`src/rtl/tensor_core_operand_stager.sv`:
```
// Operand stager for small_tensor_core: gathers two 4x4 byte matrices from a serial
// stream, sequences the core, then drains the 4x4 result as 16 handshaked bytes.
module tensor_core_operand_stager #(
    parameter int DATA_WIDTH   = 8,
    parameter int DONE_TIMEOUT = 64
) (
    input  logic                            clock_in,
    input  logic                            reset_in,
    input  logic [DATA_WIDTH-1:0]           in_data,
    input  logic                            in_valid,
    output logic                            in_ready,
    output logic [3:0][3:0][DATA_WIDTH-1:0] tensor_core_input1,
    output logic [3:0][3:0][DATA_WIDTH-1:0] tensor_core_input2,
    output logic                            tensor_core_register_file_write_enable,
    output logic                            should_start_tensor_core,
    input  logic [3:0][3:0][DATA_WIDTH-1:0] tensor_core_output,
    input  logic                            is_done_with_calculation,
    output logic [DATA_WIDTH-1:0]           out_data,
    output logic                            out_valid,
    input  logic                            out_ready,
    output logic                            busy,
    output logic                            error
);
    localparam int TW = (DONE_TIMEOUT > 1) ? $clog2(DONE_TIMEOUT) : 1;
    localparam logic [TW-1:0] TIMEOUT_LAST = TW'(DONE_TIMEOUT - 1);

    localparam logic [2:0] ST_LOAD      = 3'd0;
    localparam logic [2:0] ST_WRITE     = 3'd1;
    localparam logic [2:0] ST_START     = 3'd2;
    localparam logic [2:0] ST_WAIT_DONE = 3'd3;
    localparam logic [2:0] ST_DRAIN     = 3'd4;

    logic [2:0]                  state_r;
    logic [4:0]                  load_idx_r;
    logic [3:0]                  drain_idx_r;
    logic [TW-1:0]               tmo_cnt_r;
    logic [15:0][DATA_WIDTH-1:0] result_r;
    logic                        in_accept_s;
    logic                        out_accept_s;
    logic [3:0]                  drain_nxt_s;

    // Handshake qualifiers and next drain position
    always_comb begin
        in_accept_s  = (state_r == ST_LOAD) && in_valid && in_ready;
        out_accept_s = (state_r == ST_DRAIN) && out_valid && out_ready;
        drain_nxt_s  = drain_idx_r + 4'd1;
    end

    // Sequencer: operand load, core handshake, done watchdog and result drain
    always_ff @(posedge clock_in) begin
        if (reset_in) begin
            state_r                                <= ST_LOAD;
            load_idx_r                             <= 5'd0;
            drain_idx_r                            <= 4'd0;
            tmo_cnt_r                              <= '0;
            result_r                               <= '0;
            tensor_core_input1                     <= '0;
            tensor_core_input2                     <= '0;
            in_ready                               <= 1'b1;
            out_valid                              <= 1'b0;
            out_data                               <= '0;
            tensor_core_register_file_write_enable <= 1'b0;
            should_start_tensor_core               <= 1'b0;
            busy                                   <= 1'b0;
            error                                  <= 1'b0;
        end else begin
            case (state_r)
                ST_LOAD: begin
                    if (in_accept_s) begin
                        // index bit 4 selects B, low bits give row-major position
                        if (load_idx_r[4]) begin
                            tensor_core_input2[load_idx_r[3:2]][load_idx_r[1:0]] <= in_data;
                        end else begin
                            tensor_core_input1[load_idx_r[3:2]][load_idx_r[1:0]] <= in_data;
                        end
                        load_idx_r <= load_idx_r + 5'd1;
                        if (load_idx_r == 5'd31) begin
                            state_r                                <= ST_WRITE;
                            in_ready                               <= 1'b0;
                            busy                                   <= 1'b1;
                            tensor_core_register_file_write_enable <= 1'b1;
                        end
                    end
                end
                ST_WRITE: begin
                    tensor_core_register_file_write_enable <= 1'b0;
                    should_start_tensor_core               <= 1'b1;
                    state_r                                <= ST_START;
                end
                ST_START: begin
                    should_start_tensor_core <= 1'b0;
                    tmo_cnt_r                <= '0;
                    state_r                  <= ST_WAIT_DONE;
                end
                ST_WAIT_DONE: begin
                    if (is_done_with_calculation) begin
                        result_r  <= tensor_core_output;
                        out_data  <= tensor_core_output[0][0];
                        out_valid <= 1'b1;
                        state_r   <= ST_DRAIN;
                    end else if (tmo_cnt_r == TIMEOUT_LAST) begin
                        // the consumer still gets a full (zeroed) result frame
                        result_r  <= '0;
                        out_data  <= '0;
                        out_valid <= 1'b1;
                        error     <= 1'b1;
                        state_r   <= ST_DRAIN;
                    end else begin
                        tmo_cnt_r <= tmo_cnt_r + TW'(1);
                    end
                end
                ST_DRAIN: begin
                    if (out_accept_s) begin
                        if (drain_idx_r == 4'd15) begin
                            drain_idx_r <= 4'd0;
                            out_valid   <= 1'b0;
                            out_data    <= '0;
                            in_ready    <= 1'b1;
                            busy        <= 1'b0;
                            state_r     <= ST_LOAD;
                        end else begin
                            drain_idx_r <= drain_nxt_s;
                            out_data    <= result_r[drain_nxt_s];
                        end
                    end
                end
                default: begin
                    state_r                                <= ST_LOAD;
                    load_idx_r                             <= 5'd0;
                    drain_idx_r                            <= 4'd0;
                    in_ready                               <= 1'b1;
                    out_valid                              <= 1'b0;
                    busy                                   <= 1'b0;
                    tensor_core_register_file_write_enable <= 1'b0;
                    should_start_tensor_core               <= 1'b0;
                end
            endcase
        end
    end
endmodule
```
`config.mk`:
```
export PLATFORM = sky130hd
export DESIGN_NAME = tensor_core_operand_stager
export DESIGN_NICKNAME = d
export VERILOG_FILES = /design/src/rtl/tensor_core_operand_stager.sv
export SDC_FILE = /design/constraint.sdc
export NUM_CORES = 1
export LEC_CHECK = 0
export BUFFER_PORTS_ARGS = -buffer_cell sky130_fd_sc_hd__buf_2
export CAP_MARGIN = 20
export CORE_MARGIN = 3
export CORE_UTILIZATION = 28
export CTS_CLUSTER_SIZE = 20
export DETAILED_ROUTE_END_ITERATION = 10
export GPL_ROUTABILITY_DRIVEN = 0
export RECOVER_POWER = 25
export SETUP_SLACK_MARGIN = 0.02
export SLEW_MARGIN = 25
export SYNTH_ARGS = -nofsm -noshare
export SYNTH_HDL_FRONTEND = slang
export SYNTH_SLANG_ARGS = --single-unit
```
`constraint.sdc`:
```
create_clock -name clock_in -period 2.58 [get_ports clock_in]
set_input_delay 0.258 -clock clock_in [delete_from_list [all_inputs] [get_ports clock_in]]
set_output_delay 0.258 -clock clock_in [all_outputs]
set_load 0.005 [all_outputs]
```
Word-level counts from Yosys, hierarchy flattened
Index checks and enable logic that the tools add are counted.

operators by class
  add/sub/neg operators = 3
  reduce and logical (&&, ||, !) cells = 28
  mux-type cells = 45
  bitwise gates (word level) = 7
  equality and inequality tests = 14
  $lt $le $gt $ge = 5

operators with widths
  cell                   number
  $bwmux W128            2
  $mux W128              2
  $demux W32 S2          1
  $mux W8                6
  $bmux W8 S4            1
  $mux W32               1
  $mux W3                6
  $reduce_and A3 Y1      6
  $demux W8 S2           1
  $pmux W8 S2            1
  $pmux W3 S5            1
  $mux W6                2
  $pmux W6 S2            1
  $reduce_or A3 Y1       4
  $mux W1                10
  $pmux W5 S2            1
  $reduce_and A5 Y1      2
  $pmux W1 S3            3
  $mux W4                2
  $ne A2 B2 Y1 const B   4
  $pmux W4 S2            1
  $reduce_or A4 Y1       2
  $not A1 Y1             7
  $add A6 B1 Y6 const B  1
  20 further kinds       34

storage, ports and cells
  flip-flop bits (word level) = 416
  input bits = 141
  output and inout bits = 270

Depth between registers and ports, before layout
  depth in word-level cells = 7
  mapped depth = 8

Worst setup path after synthesis
OpenSTA, ideal clock, no wires.

  path kind = register to register
  start = register drain_idx_r[1]
  end = register out_data[2]
  setup slack = 0.587 ns
  path buffers = 2
  cell stages (with the launch flop) = 8
  data required time = 2.456 ns
  clock period less this slack = 1.993 ns
  arrival time = 1.870 ns
  setup time = 0.124 ns
  path through = dfxtp_1 ha_1 clkbuf_1 clkbuf_1 mux4_2 and3_1 o221ai_1 a2bb2oi_1

on the way
  longest elaborated chain between the ends = 6
  elaborated cells between the ends (all ways) = 7

RTL lines
  what                           RTL line  source
  start: declaration             35        logic [3:0] drain_idx_r;
  start signal: assignment       122       drain_idx_r <= drain_nxt_s;
  $add A4 B1 Y4                  46        drain_nxt_s = drain_idx_r + 4'd1;
  $bmux W8 S4                    123       out_data <= result_r[drain_nxt_s];
  $mux W8 (implied by the code)  123
  $mux W8 *                      114       if (drain_idx_r == 4'd15) begin
  $mux W8 *                      113       if (out_accept_s) begin
  $pmux W8 S2 *                  67        case (state_r)
  end signal: assignment         98        out_data <= tensor_core_output[0][0];
  end signal: assignment         123
  end: declaration               18        output logic [DATA_WIDTH-1:0] out_data,

Mark *: on every way between the ends. The rest lies on a longest branch, timed or not. The select of a mux whose other input is x is not followed.
A chain may end at the register's enable or synchronous reset.

Worst setup path after layout
  start = register state_r[2]
  end = register tensor_core_input2[97] (netlist name)

on the way
  longest elaborated chain between the ends = 4

RTL lines
  what                               RTL line  source
  start: declaration                 33        logic [2:0] state_r;
  start signal: assignment           52        state_r <= ST_LOAD;
  start signal: assignment           78        state_r <= ST_WRITE;
  start signal: assignment           88        state_r <= ST_START;
  $logic_not A3 Y1 *                 44, 67
  $logic_and A1 B1 Y1 (2 in series)  44        in_accept_s = (state_r == ST_LOAD) && in_valid && in_ready;
  $reduce_and A3 Y1 (no line) *      n/a
  end signal: indexed assignment     72        tensor_core_input2[load_idx_r[3:2]][load_idx_r[1:0]] <= in_data;
  end: declaration                   13        output logic [3:0][3:0][DATA_WIDTH-1:0] tensor_core_input2,

Mark *: on every way between the ends. The rest lies on a longest branch, timed or not.

==> metrics.cfg <==
[yosys]
synth.distinct_cells=54
yosys.area_share.xor_xnor_pct=0.433
ys_dominant_reg_cell=dfxtp_1
yosysSeqAreaShare_pct=51.4
synthArstFlopShare_pct=0
synth_seq_cells=416
yosys.area_share.simple_pct=19.6
post-synth-top-area-cell=dfxtp_1
synth_nets=1966
synth_edf_count=0
synth-compound-area-share_pct=15.2
synth_top_family_by_area=simple AND/OR/NAND/NOR gates
synthAdderAreaFrac_pct=0.541
netlist_instances=1818
synthesis.area_mm2=0.0162
synthMuxAreaShare_pct=8.47
yosysWarnings=0
yosysTopAreaCellShare_pct=51.4
netlist_top_cells_area=dfxtp_1 (51%), a21oi_1 (6.8%), nand2_1 (6.5%)
syn_area_per_cell_um2=8.91

[worst_setup_path]
crit_end=tensor_core_input2[97]
r2r_cells=6
critPathRequiredTime_ns=2.99
r2r_end=tensor_core_input2[97]
path_class=flip-flop to flip-flop
crit_path_end_kind=flip-flop
r2r_slack_ns=0.29
cp_max_fo=17
crit_start=state_r[2]
start_kind=flip-flop
worstReg2RegStart=state_r[2]
arrival_ns=2.69

[clock_tree]
insertion_delay_ns=0.56
clock_sinks=416
path_clk_slew_ns=0.06
cts_buffers=46
root_buffer=clkbuf_16
cts_resized=0
clock_path_buffers=3
holdBufCountCts=127
post-cts-setup-buffer-count=0
tritoncts=built
htreeDepth=2

[sta]
rsz0062_at_grt=false
drv_slew=0
fin_skew_ns=0.0259
tightestPinTransition_ns=1.03
tns_ns=0
period_share_pct=88.6
finalHoldViolCount=0
max_freq_ghz=0.438
slew_headroom_pct=31.6
finalWorstSetupSlack_ns=0.294
period_minus_slack_ns=2.29
setup_viol=0

[pwr]
power_density_mw_per_mm2=630
leakage_nw=8.41
peakVddDrop_mv=0.469

[floorplan]
die_y_um=246
rows=87
io_pins=411
start_util_pct=28.5
die_w_um=246
design.die.area_mm2=0.0608
core_area_mm2=0.0568

[routing]
drtPass1Iterations=5
drt-total-wl_um=57000
ant_nets=0
wl_per_cell_um=18.6
drtIter0Drc=980
viasPerCell=5.02
remaining_drc_errors=0
vias=15400

[grt]
first_global_vias=14800
antenna_found_initial=3
grt_usage_pct=17.8
grt_pass1_wl_um=85300
grt_max_degree=176
grt_overflow=0

[layout]
drive_above_1_share_pct=19.7
areaGrowthSynthToFinish_pct=33.0
num_antenna_cells=0
nets=2429

[run]
drv_cap=0

[placed_design]
portBuffers=410
dpl_worst_slack_ns=0.295
dp_hpwl_um=38100

[status]
outcome=completed

[worst_hold_path]
hold_path_class=input pin to flip-flop

[synthesized netlist by cell type (3+ instances only)]
master,count
a22oi_1,131
nand3_1,170
buf_2,22
buf_6,3
nor2_1,210
mux4_2,32
nand4_1,3
ha_1,7
xor2_1,4
a21oi_1,219
nand3_4,4
mux2i_1,65
buf_4,3
o221ai_1,8
a211oi_1,3
nor4_4,3
o21bai_1,3
xnor2_1,4
nand2_1,282
o21ai_0,16
and3_1,16
inv_1,14
nor3_1,4
clkbuf_1,130
a2bb2oi_1,9
dfxtp_1,416
[cells by family (layout without fill, tap and decap cells)]
family / after synthesis / count (layout)
buffers and inverters: 174 / 671
and+or+nand+nor: 714 / 714
muxes: 97 / 97
DFF: 416 / 416
xor gates and xnor gates: 8 / 8
adders and majority gates: 7 / 7
AOI/OAI and AO/OA: 402 / 402
[metrics by stage]
stage               hold slack [ns]  instance area (um2)  instances  total power [mW]  utilization, %
finish                       0.0270                21500       3071              13.6            37.9
detailed placement            0.443                19000       2862              7.22            33.4
global placement              0.438                19000       2862              7.21            33.4
floorplan                     0.405                16200       1818              6.90               -
CTS                        0.000528                21700       3071              13.7            38.2
global route                 0.0155                21500       3071              14.0            37.9
[area by class of cell]
cell class	instances	area, um2
clock buffers	68	1330
clock inverters	14	119
fillers	5754	35300
inverters	14	52.6
multi-input cells	1228	7170
flip-flops and latches	416	8330
well taps	756	946
repair buffers	575	3600
[placed cells by master, fill, tap and decap left out, types with 28 or more instances in the layout]
| cell type | netlist | layout |
|---|---|---|
| clkbuf_16 | 0 | 47 |
| nor2_1 | 210 | 210 |
| dfxtp_1 | 416 | 415 |
| clkbuf_1 | 130 | 127 |
| buf_4 | 3 | 28 |
| mux2i_1 | 65 | 65 |
| dlygate4sd3_1 | 0 | 127 |
| nand2_1 | 282 | 281 |
| a21oi_1 | 219 | 219 |
| buf_2 | 22 | 295 |
| a22oi_1 | 131 | 131 |
| mux4_2 | 32 | 32 |
| nand3_1 | 170 | 170 |
[how the worst min path moves through the flow]
stage	end	cells after the start	slack [ns]	start
floorplan	tensor_core_input1[104]	2	0.41	in_data[0]
global placement	tensor_core_input2[27]	2	0.44	tensor_core_input2[27]
detailed placement	tensor_core_input2[90]	2	0.44	tensor_core_input2[90]
CTS	result_r[0]	3	0.0005	tensor_core_output[0]
global route	result_r[0]	3	0.02	tensor_core_output[0]
finish	result_r[0]	3	0.03	tensor_core_output[0]
[sequential cells by signal (all words and copies together), names as in the netlist]
| register | cells |
|---|---|
| load_idx_r | 5 |
| out_valid | 1 |
| should_start_tensor_core | 1 |
| tensor_core_input1 | 128 |
| result_r | 128 |
| error | 1 |
| state_r | 3 |
| tmo_cnt_r | 6 |
| in_ready | 1 |
| tensor_core_register_file_write_enable | 1 |
| out_data | 8 |
| busy | 1 |
| drain_idx_r | 4 |
| tensor_core_input2 | 128 |
[worst max-delay path: stages (launching register included)]
cell,delay [ns]
dfxtp_1,0.31
or3_1,0.60
nor3_4,0.19
buf_4,0.31
nand4_2,0.35
mux2i_1,0.29
nor2_1,0.06
[report_power, final]
| group | switching, mW | leakage [nW] | internal (mW) | total, mW |
|---|---|---|---|---|
| sequential | 0.0178 | 3.35 | 6.45 | 6.47 |
| clock | 2.67 | 0.705 | 3.66 | 6.34 |
| combinational | 0.472 | 4.36 | 0.299 | 0.772 |
[layer usage]
metal	vias to the layer above	track usage (%)	routed length [um]
met5	-	0	30
met4	4	6.73	1760
met3	113	5.04	5680
met2	666	29.9	26900
met1	7349	21.6	22600
li1	7279	-	-
No activity file was read; power rests on OpenSTA's default activity.
